### src/rtl/regfile_wb_arbiter.sv
// Arbitrates the single register-file write port between the pipeline writeback
// and buffered MULT/DIV results, which may each need two writes.
module regfile_wb_arbiter #(
    parameter int ADDR_W     = 6,
    parameter int DATA_W     = 32,
    parameter int LS_ADDR    = 61,
    parameter int QUO_ADDR   = 62,
    parameter int FIFO_DEPTH = 4
) (
    input  logic              clk,
    input  logic              reset,
    input  logic              regReq,
    input  logic [ADDR_W-1:0] regAddr,
    input  logic [DATA_W-1:0] regData,
    input  logic              mdValid,
    input  logic [1:0]        mdType,
    input  logic [ADDR_W-1:0] mdAddr,
    input  logic [DATA_W-1:0] mdLo,
    input  logic [DATA_W-1:0] mdHi,
    output logic              mdReady,
    output logic              wrEnable,
    output logic [ADDR_W-1:0] wrAddr,
    output logic [DATA_W-1:0] wrData,
    output logic              busy,
    output logic [2:0]        pendingCount
);
    localparam int PW = $clog2(FIFO_DEPTH);
    localparam int CW = PW + 1;
    localparam logic [1:0] T_MULT = 2'b01;
    localparam logic [1:0] T_DIV  = 2'b10;

    typedef struct packed {
        logic [1:0]        typ;
        logic [ADDR_W-1:0] addr;
        logic [DATA_W-1:0] lo;
        logic [DATA_W-1:0] hi;
    } md_entry_t;

    // Phase 0 is issued directly from IDLE, so only the pending second write needs a state.
    typedef enum logic {IDLE, PH1} state_t;

    md_entry_t         mem [FIFO_DEPTH];
    logic [PW-1:0]     rd_ptr, wr_ptr;
    logic [CW-1:0]     cnt;
    state_t            state, state_nxt;
    md_entry_t         head;
    logic              push, pop, nonempty, two_phase;
    logic              g_en;
    logic [ADDR_W-1:0] g_addr;
    logic [DATA_W-1:0] g_data;

    assign mdReady      = cnt < CW'(FIFO_DEPTH);
    assign push         = mdValid && mdReady;
    assign nonempty     = cnt != '0;
    assign head         = mem[rd_ptr];
    assign two_phase    = (head.typ == T_MULT) || (head.typ == T_DIV);
    assign busy         = nonempty || (state != IDLE);
    assign pendingCount = 3'(cnt);

    always_ff @(posedge clk) begin
        if (push) mem[wr_ptr] <= '{typ: mdType, addr: mdAddr, lo: mdLo, hi: mdHi};
    end

    always_ff @(posedge clk or posedge reset) begin
        if (reset) begin
            rd_ptr <= '0;
            wr_ptr <= '0;
            cnt    <= '0;
        end else begin
            if (push) wr_ptr <= wr_ptr + 1'b1;
            if (pop)  rd_ptr <= rd_ptr + 1'b1;
            cnt <= cnt + CW'(push) - CW'(pop);
        end
    end

    always_ff @(posedge clk or posedge reset) begin
        if (reset) state <= IDLE;
        else       state <= state_nxt;
    end

    // Pipeline grant freezes the drain sequence.
    always_comb begin
        state_nxt = state;
        if (!regReq) begin
            if (state == PH1)               state_nxt = IDLE;
            else if (nonempty && two_phase) state_nxt = PH1;
        end
    end

    always_comb begin
        g_en   = 1'b0;
        g_addr = '0;
        g_data = '0;
        pop    = 1'b0;
        if (regReq) begin
            g_en   = 1'b1;
            g_addr = regAddr;
            g_data = regData;
        end else if (state == PH1) begin
            g_en   = 1'b1;
            pop    = 1'b1;
            g_data = head.hi;
            g_addr = (head.typ == T_MULT) ? ADDR_W'(LS_ADDR) : head.addr;
        end else if (nonempty) begin
            g_en   = 1'b1;
            pop    = !two_phase;
            g_data = head.lo;
            g_addr = (head.typ == T_DIV) ? ADDR_W'(QUO_ADDR) : head.addr;
        end
    end

    always_ff @(posedge clk or posedge reset) begin
        if (reset) begin
            wrEnable <= 1'b0;
            wrAddr   <= '0;
            wrData   <= '0;
        end else begin
            wrEnable <= g_en;
            if (g_en) begin
                wrAddr <= g_addr;
                wrData <= g_data;
            end
        end
    end
endmodule

### config.mk
export PLATFORM = sky130hd
export DESIGN_NAME = regfile_wb_arbiter
export DESIGN_NICKNAME = d
export VERILOG_FILES = /design/src/rtl/regfile_wb_arbiter.sv
export SDC_FILE = /design/constraint.sdc
export NUM_CORES = 1
export LEC_CHECK = 0
export ABC_AREA = 1
export BUFFER_PORTS_ARGS = -buffer_cell sky130_fd_sc_hd__buf_2
export CAP_MARGIN = 20
export CORE_AREA = 2 2 170 172
export DETAILED_ROUTE_END_ITERATION = 8
export DIE_AREA = 0 0 172 174
export HOLD_SLACK_MARGIN = 0.05
export PLACE_DENSITY = 0.79
export SLEW_MARGIN = 10
export SYNTH_ARGS = -nofsm -noshare
export SYNTH_HDL_FRONTEND = slang
export SYNTH_SLANG_ARGS = --single-unit
### constraint.sdc
create_clock -name clk -period 6.1 [get_ports clk]
set_input_delay 0.61 -clock clk [delete_from_list [all_inputs] [get_ports clk]]
set_output_delay 0.61 -clock clk [all_outputs]
set_load 0.05 [all_outputs]
; Word-level counts from Yosys, hierarchy flattened
; Memories as Yosys holds them, arrays and structs flattened.
; Index checks and enable logic that the tools add are counted.
[op_classes]
mux = 18
reduce_logical = 6
eq_ne = 2
n_addsub = 4
order_cmp = 1
[op_table]
columns = cell, n
row1 = $mux 32, 3
row2 = $mux 6, 5
row3 = $mux 1, 10
row4 = $add 2x1->2 const B, 2
row5 = $add 3x1->3, 1
row6 = $lt 3x3->1 const B, 1
row7 = $reduce_bool 3->1, 1
row8 = $sub 3x1->3, 1
row9 = $eq 2x1->1 const B, 1
row10 = $eq 2x2->1 const B, 1
row11 = $logic_and 1x1->1, 2
row12 = $logic_or 1x1->1, 2
row13 = $logic_not 1->1, 1
[word_totals]
mem_bits_rw = 288
register_bits = 47
word_cells = 39
output_inout_bits = 44
memories = 1
[memory_table]
columns = memory, words, width, rd, rd_ports_with_merged_regs, wr, line
row1 = mem, 4, 72, 1, 0, 1, 42  ; md_entry_t mem [FIFO_DEPTH];

; Logic depth before layout (Yosys ltp)
; Gate-level depths: netlist (run 1).
; An unclocked memory read counts as a cell.
[logic_depth]
ltp_word = 8
mapped_depth = 18
depth_no_buf = 15

; Least setup slack after synthesis (run 1)
; No wires, ideal clock.
[synth_path]
path_type = register to register
from = register cnt[2], in the netlist pendingCount[2]
to = memory mem[0][0] (netlist bit) (enable)
setup_ns = 0.503
stages_incl_launch_ff = 4
arrival_ns = 4.405
path_slack_ns = 1.192
synth_period_minus_slack_ns = 4.908
path_cell_list = dfrtp_1 inv_1 nand2_1 nor2_1
[synth_via]
elab_chain_cells = 4
[synth_rtl]
columns = element, line
row1 = start: declaration, 44  ; logic [CW-1:0] cnt;
row2 = start signal: assignment, 72  ; cnt <= cnt + CW'(push) - CW'(pop);
row3 = $lt 3x3->1, 52  ; assign mdReady = cnt < CW'(FIFO_DEPTH);
row4 = via mdReady, 20  ; output logic mdReady,
row5 = $logic_and 1x1->1, 53  ; assign push = mdValid && mdReady;
row6 = $mux 1, 61  ; if (push) mem[wr_ptr] <= '{typ: mdType, addr: mdAddr, lo: mdLo, hi: mdHi};
row7 = $mux 1 (not written as such), 61
row8 = end: declaration, 42
; The timed path passes the listed nets, and every way through them passes these cells.

; Worst setup path in the final report (run 1)
[layout_path]
from = register rd_ptr[0]
to = register cnt[2], in the netlist pendingCount[2]
[layout_via]
elab_chain_cells = 8
[layout_rtl]
columns = element, line
row1 = start: declaration, 43  ; logic [PW-1:0] rd_ptr, wr_ptr;
row2 = start signal: assignment, 71  ; if (pop) rd_ptr <= rd_ptr + 1'b1;
row3 = $mem_v2 4x72 *, --
row4 = $eq 2x1->1 or $eq 2x2->1 (tied branches), 56  ; assign two_phase = (head.typ == T_MULT) || (head.typ == T_DIV);
row5 = $logic_or 1x1->1 *, 56
row6 = $logic_not 1->1 *, 106  ; pop = !two_phase;
row7 = $mux 1 *, 104  ; end else if (nonempty) begin
row8 = $mux 1 *, 99  ; end else if (state == PH1) begin
row9 = $mux 1 *, 95  ; if (regReq) begin
row10 = via pop, 47  ; logic push, pop, nonempty, two_phase;
row11 = $sub 3x1->3 *, 72
; The timed path passes the listed nets; every way through them passes the cells marked *.
; A chain may end at the register's enable or synchronous reset.

==> results of run 1 <==
-- state kept, by name, summed over array words and instances (netlist names) --
signal and count:
mem 288, rd_ptr 2, wrEnable 1, wr_ptr 2
wrAddr 6, wrData 32, pendingCount 3, state 1
-- cell usage after synthesis (all sizes together) --
master and n:
a21oi 5, a22oi 33, a32oi 2, buf 50, clkbuf 15, dfrtp 47, edfxtp 288, fa 1
ha 8, inv 282, nand2 511, nand3 134, nand4 1, nor2 32, nor3 1, o21ai 15
o21bai 4, o22ai 1, xnor2 2, xor2 2
-- area by class of cell --
class                   instances  area, um2
diodes                         10       25.0
clock buffers                  48        977
clock inverters                13        160
fillers                      2132      11500
inverters                     282       1060
multi-input cells             752       3330
flip-flops and latches        335       9830
well taps                     384        480
repair buffers                170        916
-- worst reg2reg max path: stages (launching register included) --
cell     delay (ns)
dfrtp_4        0.76
inv_4          0.38
nand2_1        0.11
a32oi_1        0.26
inv_1          0.07
ha_1           0.29
inv_1          0.07
nand2_1        0.05
nand2_1        0.11
inv_1          0.07
ha_1           0.27
inv_1          0.04
ha_1           0.19
fa_1           0.43
xnor2_1        0.20
xor2_1         0.15
-- worst paths after layout --
kind | start | end | slack [ns] | depth (start not counted)
max in group asynchronous | reset | rd_ptr[0] | 5.42 | 3
min reg2reg | wrData[31] | wrData[31] | 0.50 | 2
max | rd_ptr[0] | pendingCount[2] | 2.58 | 15
min in group clk | mdHi[24] | mem[0][24] | 0.31 | 1
min | reset | wrData[27] | 0.15 | 2
max reg2reg | rd_ptr[0] | pendingCount[2] | 2.58 | 15
-- layout by cell type, fill, tap and decap left out, types with 10 or more instances in the layout --
cell type,count
a22oi_1,33
buf_2,157
buf_4,11
clkbuf_1,10
clkbuf_16,37
dfrtp_1,45
diode_2,10
edfxtp_1,288
inv_1,277
nand2_1,511
nand3_1,133
nor2_1,26
-- stage by stage --
| stage | total power (uW) | setup WS [ns] |
|---|---|---|
| after floorplan | 5210 | 1.19 |
| after CTS | 8040 | 2.60 |
| after global placement | 5830 | 2.73 |
| final | 8030 | 2.58 |
| after detailed placement | 5920 | 2.62 |
| after global routing | 8500 | 2.37 |
-- power by group through the flow --
stage          clock, uW  combinational (uW)  sequential, uW
5_1_grt             2230                3100            3170
4_1_cts             2140                2770            3130
2_1_floorplan          0                1650            3560
3_3_place_gp           0                2670            3160
3_5_place_dp           0                2750            3170
6_report            2100                2800            3130
-- metal layers --
layer / up-vias / global-route usage / part of all wire
met5: - / 0 / 0.0015
met4: 8 / 0.0956 / 0.032
met3: 83 / 0.0617 / 0.096
met2: 425 / 0.358 / 0.48
met1: 4731 / 0.274 / 0.39
li1: 4830 / - / -
-- cell families after synthesis --
kind of cell / synth area share
and+or+nand+nor: 0.189
xor gates and xnor gates: 0.00242
AOI/OAI and AO/OA: 0.0277
adders and majority gates: 0.00828
DFF: 0.678
buffers and inverters: 0.0951
==> results.toml, run 1 <==
[timing]
hold_viol = 0
relSlewSlack = 0.343
slew_viol_final = 0
tightest_slew_ns = 0.986
fin_crit_ns = 3.52
finalSetupViolations = 0
rsz0062_at_grt = "false"
skew_ns = 0.0182
holdWs_ns = 0.145
max_freq_mhz = 284
period_share = 0.576
tns_ns = 0

[global_route]
grt-ovfl-total = 0
grt_max_degree = 117
grt_pass1_vias = 10100
track_usage = 0.219
grt_pass1_wl_mm = 50.8
antenna_found_initial = 13

[yosys]
yosysWarnings = 0
seq_area_frac_synth = 0.678
ys_top_cells_by_area = "edfxtp_1 (60%), nand2_1 (13%), dfrtp_1 (8.1%)"
syn_inst = 1434
yosys_register_bits = 335
netlist_area_um2 = 14500
yosys.area.top_type = "edfxtp_1"
synth_top_area_share = 0.596
synth_cell_types = 27
avgSynthCellArea_um2 = 10.1
synth_nets = 1557

[worst_setup_path]
cp_top_family = "adder cells"
worstSetupEndpointType = "register"
worstPathArrival_ns = 3.94
critical_path_required_ns = 6.52
worst_path_largest_cell_delay_ns = 0.76
crit_path_start_kind = "register"
cp_cell_sequence = "inv_4, nand2_1, a32oi_1, inv_1, ha_1, inv_1, nand2_1, nand2_1, inv_1, ha_1, inv_1, ha_1, fa_1, xnor2_1, xor2_1"
path_common_cell = "inv_1"
crit_slowest_cell = "dfrtp_4"
crit_type = "register to register"
crit_buf_inv = 5
cp_max_fo = 63

[drt]
via_per_inst = 5.05
first_pass_iters = 6
drt_iter0_markers = 1022
drc = 0
ant_nets = 0
via_count = 10100
wl_mm = 32.4
wl_per_cell_um = 16.3

[place]
hpwl_mm = 18.9
gp_congestion = 0.778
place_area_um2 = 15600
place_inst = 1921
io_buffers = 157

[clock_network]
htree_levels = 2
cts_buffer_depth = 3
cts_root_buf = "clkbuf_16"
cts.sinks = 335
ctsHoldBuffers = 0
clock_latency_ns = 0.51
cts_tree = "yes"
cts_resized = 0
cts_setup_buffers = 0
clk_pin_slew_ns = 0.06
numCtsBuffers = 35

[cells_and_area]
area_delta_synth_final_pct = 15.7
finalNonFillerCells = 1994
utilization = 0.594
nets = 1699
drive_above_1_share = 0.144
post-route-cell-area_um2 = 16800

[power]
p_comb_frac = 0.348
power.leakage_uw = 0.00780
power_frac_seq = 0.390
netSwitchingFraction = 0.384
p_int_uw = 4950
p_clk_frac = 0.262
power_switching_uw = 3080
max-vdd-ir-drop_mv = 0.218
power.density_nw_per_um2 = 479

[flow_run]
maxCapViolCount = 0

[outcome]
outcome = "complete, no violations"

[floorplanning]
dieArea_um2 = 29900
die_width_um = 172
die_y_um = 174
io_pins = 158
row_count = 62
initial_utilization = 0.514
core_area_um2 = 28200

[worst_hold_path]
hp-class = "input pin to async pin"
Note: power is estimated with default switching activity, not from simulation.
==> run 2: changes to the inputs <==
Settings changed: PLACE_DENSITY 0.79 to 0.81.
Clock period 6.1 ns to 3.02 ns, I/O delays scaled along.
==> results.toml, run 2 (synthesized netlist as in run 1, its figures left out) <==
[worst_setup_path]
worstSetupEndpointType = "register"
cp_max_fo = 7
cp_cell_sequence = "inv_4, nand2_1, a32oi_2, inv_1, ha_1, inv_1, nand2_1, nand2_1, inv_1, ha_1, inv_1, ha_1, fa_2, xnor2_2, xor2_1"
worstPathArrival_ns = 3.21
crit_buf_inv = 5
cp_top_family = "adder cells"
critical_path_required_ns = 3.41
crit_type = "register to register"
path_common_cell = "inv_1"
crit_slowest_cell = "dfrtp_4"
worst_path_largest_cell_delay_ns = 0.52
crit_path_start_kind = "register"

[power]
p_int_uw = 9800
power_switching_uw = 6350
p_clk_frac = 0.241
power_frac_seq = 0.385
power.density_nw_per_um2 = 909
netSwitchingFraction = 0.393
p_comb_frac = 0.374
power.leakage_uw = 0.00821
max-vdd-ir-drop_mv = 0.573

[timing]
finalWorstSetupSlack_ns = 0.203
fin_crit_ns = 2.82
hold_viol = 0
finalSetupViolations = 0
skew_ns = 0.0126
period_share = 0.933
relSlewSlack = 0.298
slew_viol_final = 0
tns_ns = 0
tightest_slew_ns = 1.05
rsz0062_at_grt = "false"
max_freq_mhz = 355

[cells_and_area]
top_register = "mem"
final_cell_mix = "nand2_1 (511), edfxtp_1 (288), inv_1 (277)"
drive_above_1_share = 0.141
top_regs = "mem (288), wrData (32), wrAddr (6)"
area_delta_synth_final_pct = 22.5
largest_reg_flops = 288
final_common_cell = "nand2_1"
nets = 1808
nFillCells = 2079

[place]
io_buffers = 157
hpwl_mm = 19.0
pre_cts_slack_ns = 0.133
gp_congestion = 0.767

[global_route]
grt_pass1_wl_mm = 53.0
grt_pass1_vias = 10500
antenna_found_initial = 5
grt-ovfl-total = 0
grt_max_degree = 77
track_usage = 0.228

[worst_hold_path]
hp-class = "input pin to register"

[outcome]
outcome = "complete, no violations"

[clock_network]
cts_tree = "yes"
cts.sinks = 335
clock_latency_ns = 0.51
htree_levels = 2
cts_buffer_depth = 3
numCtsBuffers = 34
clk_pin_slew_ns = 0.06
cts_root_buf = "clkbuf_16"

[drt]
wl_per_cell_um = 16.2
ant_nets = 0
via_per_inst = 5.02
drc = 0
first_pass_iters = 8
drt_iter0_markers = 923
via_count = 10500
wl_mm = 34.0

[flow_run]
maxCapViolCount = 0

[floorplanning]
dieArea_um2 = 29900
io_pins = 158
initial_utilization = 0.514
core_area_um2 = 28200
die_y_um = 174
row_count = 62
die_width_um = 172
## run 2: cell count changes in the layout (fill, tap and decap cells not counted), sizes merged, moves of 4 or more
cell / change
buf: +9
diode: -6
bufinv: -4
dlygate4sd3: +101
## run 2: final cells by class
cell class | instances | area, um2 | area share
Antenna cell | 4 | 10.0 | 0.000563
Clock buffer | 49 | 981 | 0.0552
Clock inverter | 9 | 48.8 | 0.00275
Inverter | 282 | 1060 | 0.0597
Multi-Input combinational cell | 752 | 3360 | 0.189
Sequential cell | 335 | 9830 | 0.553
Tap cell | 384 | 480 | 0.0270
Timing Repair Buffer | 280 | 1990 | 0.112
## run 2: final timing paths
check,slack (ns),start,cells past startpoint,to
setup / recovery,0.20,rd_ptr[0],15,pendingCount[2]
hold / removal,0.06,regData[26],3,wrData[26]
setup reg to reg,0.20,rd_ptr[0],15,pendingCount[2]
hold reg to reg,0.49,wrData[10],2,wrData[10]
max in group asynchronous,1.87,reset,4,wrData[28]
min in group asynchronous,0.41,reset,3,pendingCount[2]
## run 2: power groups by stage
stage	clock, uW	combinational (uW)	sequential (uW)
6_report	3900	6040	6210
5_1_grt	4130	6640	6280
4_1_cts	3950	5930	6190
3_5_place_dp	0	5750	6290
3_3_place_gp	0	5610	6260
2_1_floorplan	0	3330	7160
## run 2: repair_timing
item	CTS	global route
setup endpoints to repair	0	1
hold buffers	101	0
setup buffers	0	0
resized for setup	0	6
endpoints found under the hold margin	341	0
## run 2: tightest hold or removal path: stages
cell     delay, ns
buf_2         0.08
a22oi_1       0.08
nand2_1       0.06
## run 2: stage by stage
stage | power [uW] | instances | cell area, um2 | util | hold WS [ns]
2_1_floorplan | 10500 | 1434 | 14500 | - | 0.401
3_3_place_gp | 11900 | 1932 | 15700 | 0.555 | 0.389
3_5_place_dp | 12000 | 1932 | 15700 | 0.555 | 0.403
4_1_cts | 16100 | 2091 | 17700 | 0.628 | 0.0516
5_1_grt | 17000 | 2094 | 17800 | 0.629 | 0.0539
6_report | 16200 | 2095 | 17800 | 0.629 | 0.0557
## run 2: layer usage
metal	part of all wire	global-route usage	vias up
li1	-	-	5035
met5	0.00038	0	-
met3	0.075	0.0421	69
met2	0.49	0.380	458
met4	0.024	0.0784	2
met1	0.41	0.301	4958
